[src/rtl/mem_stage_if.sv]
`default_nettype none
// ---------------------------------------------------------------------------
// mem_stage_if : req/ack memory port between the MEM stage and memory
// Rev 1.0
// ---------------------------------------------------------------------------
interface mem_stage_if #(
  parameter int DATA_W = 16,
  parameter int ADDR_W = 16
);
  logic              req;
  logic              we;
  logic [ADDR_W-1:0] addr;
  logic [DATA_W-1:0] wdata;
  logic [DATA_W-1:0] rdata;
  logic              ack;

  modport master (output req, we, addr, wdata, input rdata, ack);
  modport slave  (input req, we, addr, wdata, output rdata, ack);
endinterface
`default_nettype wire

[src/rtl/mem_stage_pipe.sv]
`default_nettype none
// ---------------------------------------------------------------------------
// mem_stage_pipe : stallable MEM stage with req/ack memory port and WB mux
// Rev 1.0
// ---------------------------------------------------------------------------
module mem_stage_pipe #(
  parameter int DATA_W   = 16,
  parameter int ADDR_W   = 16,
  parameter int MAX_WAIT = 8
) (
  input  wire logic              clk,
  input  wire logic              rst,
  input  wire logic              valid_in_i,
  input  wire logic [DATA_W-1:0] alu_out_i,
  input  wire logic [DATA_W-1:0] reg1_data_i,
  input  wire logic [DATA_W-1:0] reg2_data_i,
  input  wire logic [DATA_W-1:0] next_pc_i,
  input  wire logic [DATA_W-1:0] set_val_i,
  input  wire logic [15:0]       instr_i,
  input  wire logic              mem_en_i,
  input  wire logic              mem_wr_i,
  input  wire logic              reg_wrt_i,
  input  wire logic [2:0]        reg_wrt_src_i,
  input  wire logic              halt_i,
  output logic                   stall_o,
  mem_stage_if.master            mem,
  output logic                   wb_valid_o,
  output logic                   wb_reg_wrt_o,
  output logic [DATA_W-1:0]      wb_data_o,
  output logic                   err_o,
  output logic                   dump_o
);

  localparam int c_cnt_w = $clog2(MAX_WAIT + 1);
  localparam logic [c_cnt_w-1:0] c_cnt_last = c_cnt_w'(MAX_WAIT - 1);

  typedef enum logic [1:0] {S_IDLE = 2'd0, S_ACCESS = 2'd1, S_HALTED = 2'd2} state_t;

  state_t              state_q, state_d;
  logic [c_cnt_w-1:0]  cnt_q, cnt_d;
  logic                mem_req_q, mem_req_d, mem_we_q, mem_we_d;
  logic [ADDR_W-1:0]   mem_addr_q, mem_addr_d;
  logic [DATA_W-1:0]   mem_wdata_q, mem_wdata_d;
  logic                wb_valid_q, wb_valid_d, wb_reg_wrt_q, wb_reg_wrt_d;
  logic [DATA_W-1:0]   wb_data_q, wb_data_d;
  logic                err_q, err_d, dump_q, dump_d;
  logic [DATA_W-1:0]   op_alu_q, op_alu_d, op_reg1_q, op_reg1_d;
  logic [DATA_W-1:0]   op_npc_q, op_npc_d, op_set_q, op_set_d;
  logic [7:0]          op_imm_q, op_imm_d;
  logic [2:0]          op_src_q, op_src_d;
  logic                op_rw_q, op_rw_d, op_we_q, op_we_d;
  logic [7:0]          unused_instr_hi;

  assign unused_instr_hi = instr_i[15:8];

  function automatic logic [DATA_W-1:0] f_wb_sel(
    input logic [2:0]        src,
    input logic [DATA_W-1:0] rdata, alu, npc, setv, reg1,
    input logic [7:0]        imm
  );
    logic [DATA_W-1:0] rev;
    for (int i = 0; i < DATA_W; i++) rev[i] = reg1[DATA_W-1-i];
    case (src)
      3'd0:    f_wb_sel = rdata;
      3'd1:    f_wb_sel = alu;
      3'd2:    f_wb_sel = npc;
      3'd3:    f_wb_sel = setv;
      3'd4:    f_wb_sel = {{(DATA_W-8){imm[7]}}, imm};
      3'd5:    f_wb_sel = {reg1[DATA_W-9:0], imm};
      3'd6:    f_wb_sel = rev;
      default: f_wb_sel = '0;
    endcase
  endfunction

  always_comb begin
    state_d      = state_q;
    cnt_d        = cnt_q;
    mem_req_d    = mem_req_q;
    mem_we_d     = mem_we_q;
    mem_addr_d   = mem_addr_q;
    mem_wdata_d  = mem_wdata_q;
    wb_valid_d   = 1'b0;
    wb_reg_wrt_d = wb_reg_wrt_q;
    wb_data_d    = wb_data_q;
    err_d        = err_q;
    dump_d       = 1'b0;
    op_alu_d     = op_alu_q;
    op_reg1_d    = op_reg1_q;
    op_npc_d     = op_npc_q;
    op_set_d     = op_set_q;
    op_imm_d     = op_imm_q;
    op_src_d     = op_src_q;
    op_rw_d      = op_rw_q;
    op_we_d      = op_we_q;
    stall_o      = 1'b0;

    case (state_q)
      S_IDLE: begin
        if (valid_in_i) begin
          if (reg_wrt_i && (reg_wrt_src_i == 3'd7)) begin
            err_d   = 1'b1;
            dump_d  = 1'b1;
            state_d = S_HALTED;
          end else if (halt_i) begin
            wb_valid_d   = 1'b1;
            wb_reg_wrt_d = 1'b0;
            dump_d       = 1'b1;
            state_d      = S_HALTED;
          end else if (mem_en_i) begin
            stall_o     = 1'b1;
            op_alu_d    = alu_out_i;
            op_reg1_d   = reg1_data_i;
            op_npc_d    = next_pc_i;
            op_set_d    = set_val_i;
            op_imm_d    = instr_i[7:0];
            op_src_d    = reg_wrt_src_i;
            op_rw_d     = reg_wrt_i;
            op_we_d     = mem_wr_i;
            mem_req_d   = 1'b1;
            mem_we_d    = mem_wr_i;
            mem_addr_d  = alu_out_i[ADDR_W-1:0];
            mem_wdata_d = reg2_data_i;
            cnt_d       = '0;
            state_d     = S_ACCESS;
          end else begin
            wb_valid_d   = 1'b1;
            wb_reg_wrt_d = reg_wrt_i;
            wb_data_d    = f_wb_sel(reg_wrt_src_i, mem.rdata, alu_out_i, next_pc_i,
                                    set_val_i, reg1_data_i, instr_i[7:0]);
          end
        end
      end
      S_ACCESS: begin
        stall_o = 1'b1;
        // An ack on the last permitted cycle takes priority over the timeout.
        if (mem.ack) begin
          stall_o    = 1'b0;
          mem_req_d  = 1'b0;
          mem_we_d   = 1'b0;
          wb_valid_d = 1'b1;
          state_d    = S_IDLE;
          if (op_we_q) begin
            wb_reg_wrt_d = 1'b0;
            wb_data_d    = op_alu_q;
          end else begin
            wb_reg_wrt_d = op_rw_q;
            wb_data_d    = f_wb_sel(op_src_q, mem.rdata, op_alu_q, op_npc_q,
                                    op_set_q, op_reg1_q, op_imm_q);
          end
        end else if (cnt_q == c_cnt_last) begin
          mem_req_d = 1'b0;
          mem_we_d  = 1'b0;
          err_d     = 1'b1;
          dump_d    = 1'b1;
          state_d   = S_HALTED;
        end else begin
          cnt_d = cnt_q + c_cnt_w'(1);
        end
      end
      S_HALTED: stall_o = 1'b1;
      default:  state_d = S_IDLE;
    endcase
  end

  always_ff @(posedge clk or posedge rst) begin
    if (rst) begin
      state_q      <= S_IDLE;
      cnt_q        <= '0;
      mem_req_q    <= 1'b0;
      mem_we_q     <= 1'b0;
      mem_addr_q   <= '0;
      mem_wdata_q  <= '0;
      wb_valid_q   <= 1'b0;
      wb_reg_wrt_q <= 1'b0;
      wb_data_q    <= '0;
      err_q        <= 1'b0;
      dump_q       <= 1'b0;
      op_alu_q     <= '0;
      op_reg1_q    <= '0;
      op_npc_q     <= '0;
      op_set_q     <= '0;
      op_imm_q     <= '0;
      op_src_q     <= '0;
      op_rw_q      <= 1'b0;
      op_we_q      <= 1'b0;
    end else begin
      state_q      <= state_d;
      cnt_q        <= cnt_d;
      mem_req_q    <= mem_req_d;
      mem_we_q     <= mem_we_d;
      mem_addr_q   <= mem_addr_d;
      mem_wdata_q  <= mem_wdata_d;
      wb_valid_q   <= wb_valid_d;
      wb_reg_wrt_q <= wb_reg_wrt_d;
      wb_data_q    <= wb_data_d;
      err_q        <= err_d;
      dump_q       <= dump_d;
      op_alu_q     <= op_alu_d;
      op_reg1_q    <= op_reg1_d;
      op_npc_q     <= op_npc_d;
      op_set_q     <= op_set_d;
      op_imm_q     <= op_imm_d;
      op_src_q     <= op_src_d;
      op_rw_q      <= op_rw_d;
      op_we_q      <= op_we_d;
    end
  end

  assign mem.req      = mem_req_q;
  assign mem.we       = mem_we_q;
  assign mem.addr     = mem_addr_q;
  assign mem.wdata    = mem_wdata_q;
  assign wb_valid_o   = wb_valid_q;
  assign wb_reg_wrt_o = wb_reg_wrt_q;
  assign wb_data_o    = wb_data_q;
  assign err_o        = err_q;
  assign dump_o       = dump_q;

endmodule
`default_nettype wire
[src/flat_wrapper.sv]
// flat-port wrapper written by rule: the top's interface ports become plain ports
module mem_stage_pipe_flat 
#(
  parameter int DATA_W   = 16,
  parameter int ADDR_W   = 16,
  parameter int MAX_WAIT = 8
)
  (clk, rst, valid_in_i, alu_out_i, reg1_data_i, reg2_data_i, next_pc_i, set_val_i, instr_i, mem_en_i, mem_wr_i, reg_wrt_i, reg_wrt_src_i, halt_i, stall_o, wb_valid_o, wb_reg_wrt_o, wb_data_o, err_o, dump_o, mem_req, mem_we, mem_addr, mem_wdata, mem_rdata, mem_ack);
  mem_stage_if #(.DATA_W(DATA_W), .ADDR_W(ADDR_W)) mem_i ();
  input  wire logic clk;
  input  wire logic rst;
  input  wire logic valid_in_i;
  input  wire logic [DATA_W-1:0] alu_out_i;
  input  wire logic [DATA_W-1:0] reg1_data_i;
  input  wire logic [DATA_W-1:0] reg2_data_i;
  input  wire logic [DATA_W-1:0] next_pc_i;
  input  wire logic [DATA_W-1:0] set_val_i;
  input  wire logic [15:0] instr_i;
  input  wire logic mem_en_i;
  input  wire logic mem_wr_i;
  input  wire logic reg_wrt_i;
  input  wire logic [2:0] reg_wrt_src_i;
  input  wire logic halt_i;
  output logic stall_o;
  output logic wb_valid_o;
  output logic wb_reg_wrt_o;
  output logic [DATA_W-1:0] wb_data_o;
  output logic err_o;
  output logic dump_o;
  output wire logic [$bits(mem_i.req)-1:0] mem_req;
  output wire logic [$bits(mem_i.we)-1:0] mem_we;
  output wire logic [$bits(mem_i.addr)-1:0] mem_addr;
  output wire logic [$bits(mem_i.wdata)-1:0] mem_wdata;
  input wire logic [$bits(mem_i.rdata)-1:0] mem_rdata;
  input wire logic [$bits(mem_i.ack)-1:0] mem_ack;
  assign mem_req = mem_i.req;
  assign mem_we = mem_i.we;
  assign mem_addr = mem_i.addr;
  assign mem_wdata = mem_i.wdata;
  assign mem_i.rdata = mem_rdata;
  assign mem_i.ack = mem_ack;
  mem_stage_pipe #(.DATA_W(DATA_W), .ADDR_W(ADDR_W), .MAX_WAIT(MAX_WAIT)) u_core (.clk(clk), .rst(rst), .valid_in_i(valid_in_i), .alu_out_i(alu_out_i), .reg1_data_i(reg1_data_i), .reg2_data_i(reg2_data_i), .next_pc_i(next_pc_i), .set_val_i(set_val_i), .instr_i(instr_i), .mem_en_i(mem_en_i), .mem_wr_i(mem_wr_i), .reg_wrt_i(reg_wrt_i), .reg_wrt_src_i(reg_wrt_src_i), .halt_i(halt_i), .stall_o(stall_o), .mem(mem_i), .wb_valid_o(wb_valid_o), .wb_reg_wrt_o(wb_reg_wrt_o), .wb_data_o(wb_data_o), .err_o(err_o), .dump_o(dump_o));
endmodule
[config.mk]
export PLATFORM = sky130hd
export DESIGN_NAME = mem_stage_pipe_flat
export DESIGN_NICKNAME = d
export VERILOG_FILES = /design/src/rtl/mem_stage_if.sv /design/src/rtl/mem_stage_pipe.sv /design/src/flat_wrapper.sv
export SDC_FILE = /design/constraint.sdc
export NUM_CORES = 1
export LEC_CHECK = 0
export CORE_AREA = 8 8 122 124
export CTS_CLUSTER_DIAMETER = 80
export DETAILED_ROUTE_END_ITERATION = 10
export DIE_AREA = 0 0 130 132
export GPL_TIMING_DRIVEN = 0
export PLACE_DENSITY_LB_ADDON = 0.3
export SYNTH_ARGS = -nofsm -noshare
export SYNTH_HDL_FRONTEND = slang
export SYNTH_SLANG_ARGS = --single-unit
export TNS_END_PERCENT = 30
[constraint.sdc]
create_clock -name clk -period 10 [get_ports clk]
set_input_delay 2.5 -clock clk [delete_from_list [all_inputs] [get_ports clk]]
set_output_delay 2.5 -clock clk [all_outputs]
set_load 0.03 [all_outputs]
==> impl_results.md <==
* Final Hold Fails at 0
* Core area at between 0.01 and 0.015 sq mm
* Fill cell count at between 900 and 1k
* Worst Tran Pin Value at 0.8311 ns
* CTS resizes at 0
* Slew headroom at 0.4448
* Commonest cells in the netlist: 316 x nand2_1, 121 x dfrtp_1, 35 x buf_2, 30 x a21oi_1, 23 x o21ai_0
* Largest cells by area after synthesis: dfrtp_1 45%, nand2_1 18%, mux4_2 4.7%, buf_2 2.6%, mux2i_1 2.4%
* Synthesized flop and latch total at roughly 120
* Reg2Reg Depth at 7
* Simple logic cell fraction of the synthesized area at 0.2437
* Max Root-Sink Buffers at 2
* Worst path max stage delay at ~0.65 ns
* Syn_nets at slightly below 900
* Setup violators final at 0
* Yosys cell types at 59
* Hold Path Depth at 2
* Worst-path clk slew at 0.05 ns
* Max VDD drop at approximately 0.18 mV
* Root buffer cell: clkbuf_16
* Share of cells above drive strength 1 at 0.1075
* CTS buffer count at 17
* Post-CTS setup buffers at 0
* Dpl cells at between 1k and 1.5k
* Boundary Pins at roughly 180
* Fmax at approximately 130 MHz
* Most frequent CP cell: clkdlybuf4s50_1
* R2R setup slack at approximately 8 ns
* TritonCTS clock tree: yes
* Reg2Reg Launch Point: u_core.state_q[1]$_DFFE_PP0P_
* Count leader, synth: nand2_1
* Pre-Repair DR Iteration Count at 9
* Synth warnings at 0
* Yosys top cell area share at 0.4537
* Mux cell area share after synthesis at 0.08474
* Synth Area in Compound Gates at 0.1665
* # port buffers at between 150 and 200
* PwrDens at 237.5 mW/mm^2
* Period utilisation layout at 0.7625
* Startpoint Class: input pin
* Max Cap Viol at 0
* Average wire per standard cell at between 20 and 25 um
* Adder-cell share of the synthesized area at 0.001875
* Cells after synthesis at about 770
* Min-delay src: u_core.mem.wdata[3]$_DFFE_PP0P_
* Routed wire length at ~26000 um
* Biggest area consumer among synthesized cells: dfrtp_1
* Grt total ovfl at 0
* WS Path Type: input pin to primary output
* Fin crit period at 7.625 ns
* Htree depth at 4
* Clk_skew at 0.009153 ns
* Reg2reg end: u_core.op_alu_q[10]$_DFFE_PP0P_
* DRC Markers at 0
* Leading register cell type out of synthesis: dfrtp_1
* First-pass GRT wire length at roughly 40000 um
* # nets final at around 1.1k
* DR iter-0 viols at between 900 and 1k
* Post-synthesis sequential area ratio at 0.4537
* Via density per instance at approximately 6.2
* Largest net degree at the start of global routing at 82
* Post-synthesis average cell area at 8.690 sq um
* Clk Latency, worst-skew pair at roughly 0.43 ns
* Number of enable flip-flop cells after synthesis at 0
* Gr usage total at 0.3090
* Die span in x at roughly 130 um
* Rows at 42
* Post-DRT Antenna Nets at 0
* Ys async rst share at 1.000
* Crit end category: primary output
* HP Class: register to register
* Initial antenna violation count at 0
* Cell Area, Synth at between 0.006 and 0.007 sq mm
* Sink Count at around 120
* Max-slew violations at 0
* Crit path DAT at a little over 5 ns
* N_diodes at 0
* Initial Util at 0.5142
* RSZ-0062 raised after global routing: no
* Largest family of logic cells by synthesized area: simple AND/OR/NAND/NOR gates
* Via count at slightly above 7k
* Hold Buf Count CTS at 0
* Non-Filler Instances at 1143
* CP Cell Sequence: clkdlybuf4s50_1 > nand4_1 > nand3_1 > clkbuf_1 > buf_2 > nand2_1 > clkdlybuf4s50_1
* Die area at 0.01716 sq mm
* Final TNS setup at 0 ns
* Hpwl dp at around 18000 um
* XOR/XNOR Fraction of Synth Area at 0.001312
* GPL Wtd Cong at between 0.9 and 1
* Pleak at ~0.0042 uW
* Worst Path Max Fanout at 10
* Vias in the first global route at roughly 7.3k
* Hold EP: u_core.mem.wdata[3]$_DFFE_PP0P_
* Slowest-stage cell, CP: clkdlybuf4s50_1
* Die height at between 100 and 150 um
* Area Growth Syn to Fin at 38.25%
* CP required at between 7 and 8 ns
* Run status: finished clean
[area by class of cell]
type | instances | area, sq um | share of cell area
buffer | 54 | 284.0 | 0.03078
clock buffer | 22 | 474.2 | 0.05140
clock inverter | 8 | 143.9 | 0.01560
inverter | 10 | 42.54 | 0.004611
multi-input combinational | 583 | 3324 | 0.3603
sequential | 121 | 3028 | 0.3282
tap | 176 | 220.2 | 0.02387
timing repair buffer | 169 | 1709 | 0.1852
[kinds of logic (layout without fill, tap and decap cells)]
kind of cell	after synthesis	after routing
and+or+nand+nor	392	392
AOI/OAI and AO/OA	151	151
DFF	121	121
buffers and inverters	64	263
muxes	38	38
adders and majority gates	1	1
xor gates and xnor gates	1	1
[worst max path at each step]
stage                startpoint                              end  cells after the start
2_1_floorplan  reg_wrt_src_i[0]                          stall_o                      6
3_5_place_dp   reg_wrt_src_i[2]                          stall_o                      7
6_report       reg_wrt_src_i[2]                          stall_o                      7
4_1_cts        reg_wrt_src_i[2]                          stall_o                      7
5_1_grt        reg_wrt_src_i[2]                          stall_o                      7
3_3_place_gp                rst  u_core.op_npc_q[11]$_DFFE_PP0P_                      2
[cells in the final DEF (no fill, tap or decap), types with 16 or more instances in the layout]
cell and instances:
a21oi_1 30, nor2_1 20, clkdlybuf4s50_1 168, clkbuf_16 17, buf_2 35, nand2_1 316, mux2i_1 16, dfrtp_1 121
o21ai_0 23
[flip-flops by register name, indices dropped and copies added (netlist names)]
name	count
u_core.cnt_q	4
u_core.dump_o	1
u_core.err_o	1
u_core.mem.req	1
u_core.mem.wdata	16
u_core.mem.we	1
u_core.op_alu_q	16
u_core.op_imm_q	8
u_core.op_npc_q	16
u_core.op_reg1_q	16
u_core.op_rw_q	1
u_core.op_set_q	16
u_core.op_src_q	3
u_core.op_we_q	1
u_core.state_q	2
u_core.wb_data_o	16
u_core.wb_reg_wrt_o	1
u_core.wb_valid_o	1
[where the power goes]
part,switching (uW),internal (uW),total (uW)
Sequential,113,637,750
Combinational,450,336,785
Clock,223,433,656
Total,786,1410,2190
[per-stage QoR]
stage          instance area (sq um)  hold slack (ns)  total power, uW  worst slack [ns]    util
2_1_floorplan                   6674           0.4393             1187             4.009       -
3_3_place_gp                    8576           0.4520             1503             2.479  0.6607
3_5_place_dp                    8608           0.4613             1520             2.458  0.6632
4_1_cts                         9226           0.4757             2176             2.458  0.7108
5_1_grt                         9226           0.4996             2279             2.286  0.7108
6_report                        9226           0.4723             2191             2.375  0.7108
[critical path, delay by kind of cell]
| family | cells | cell delay, ns |
|---|---|---|
| buffers and inverters | 4 | 2.13 |
| and+or+nand+nor | 3 | 0.49 |
[metal layers]
layer / global-route usage / wire length, um / vias up
met5: 0 / 0 / -
met4: 0.1588 / 1322 / 0
met3: 0.1294 / 3863 / 143
met2: 0.4660 / 11660 / 619
met1: 0.3687 / 9284 / 3300
li1: - / - / 3038
No activity file was read; power rests on OpenSTA's default activity.
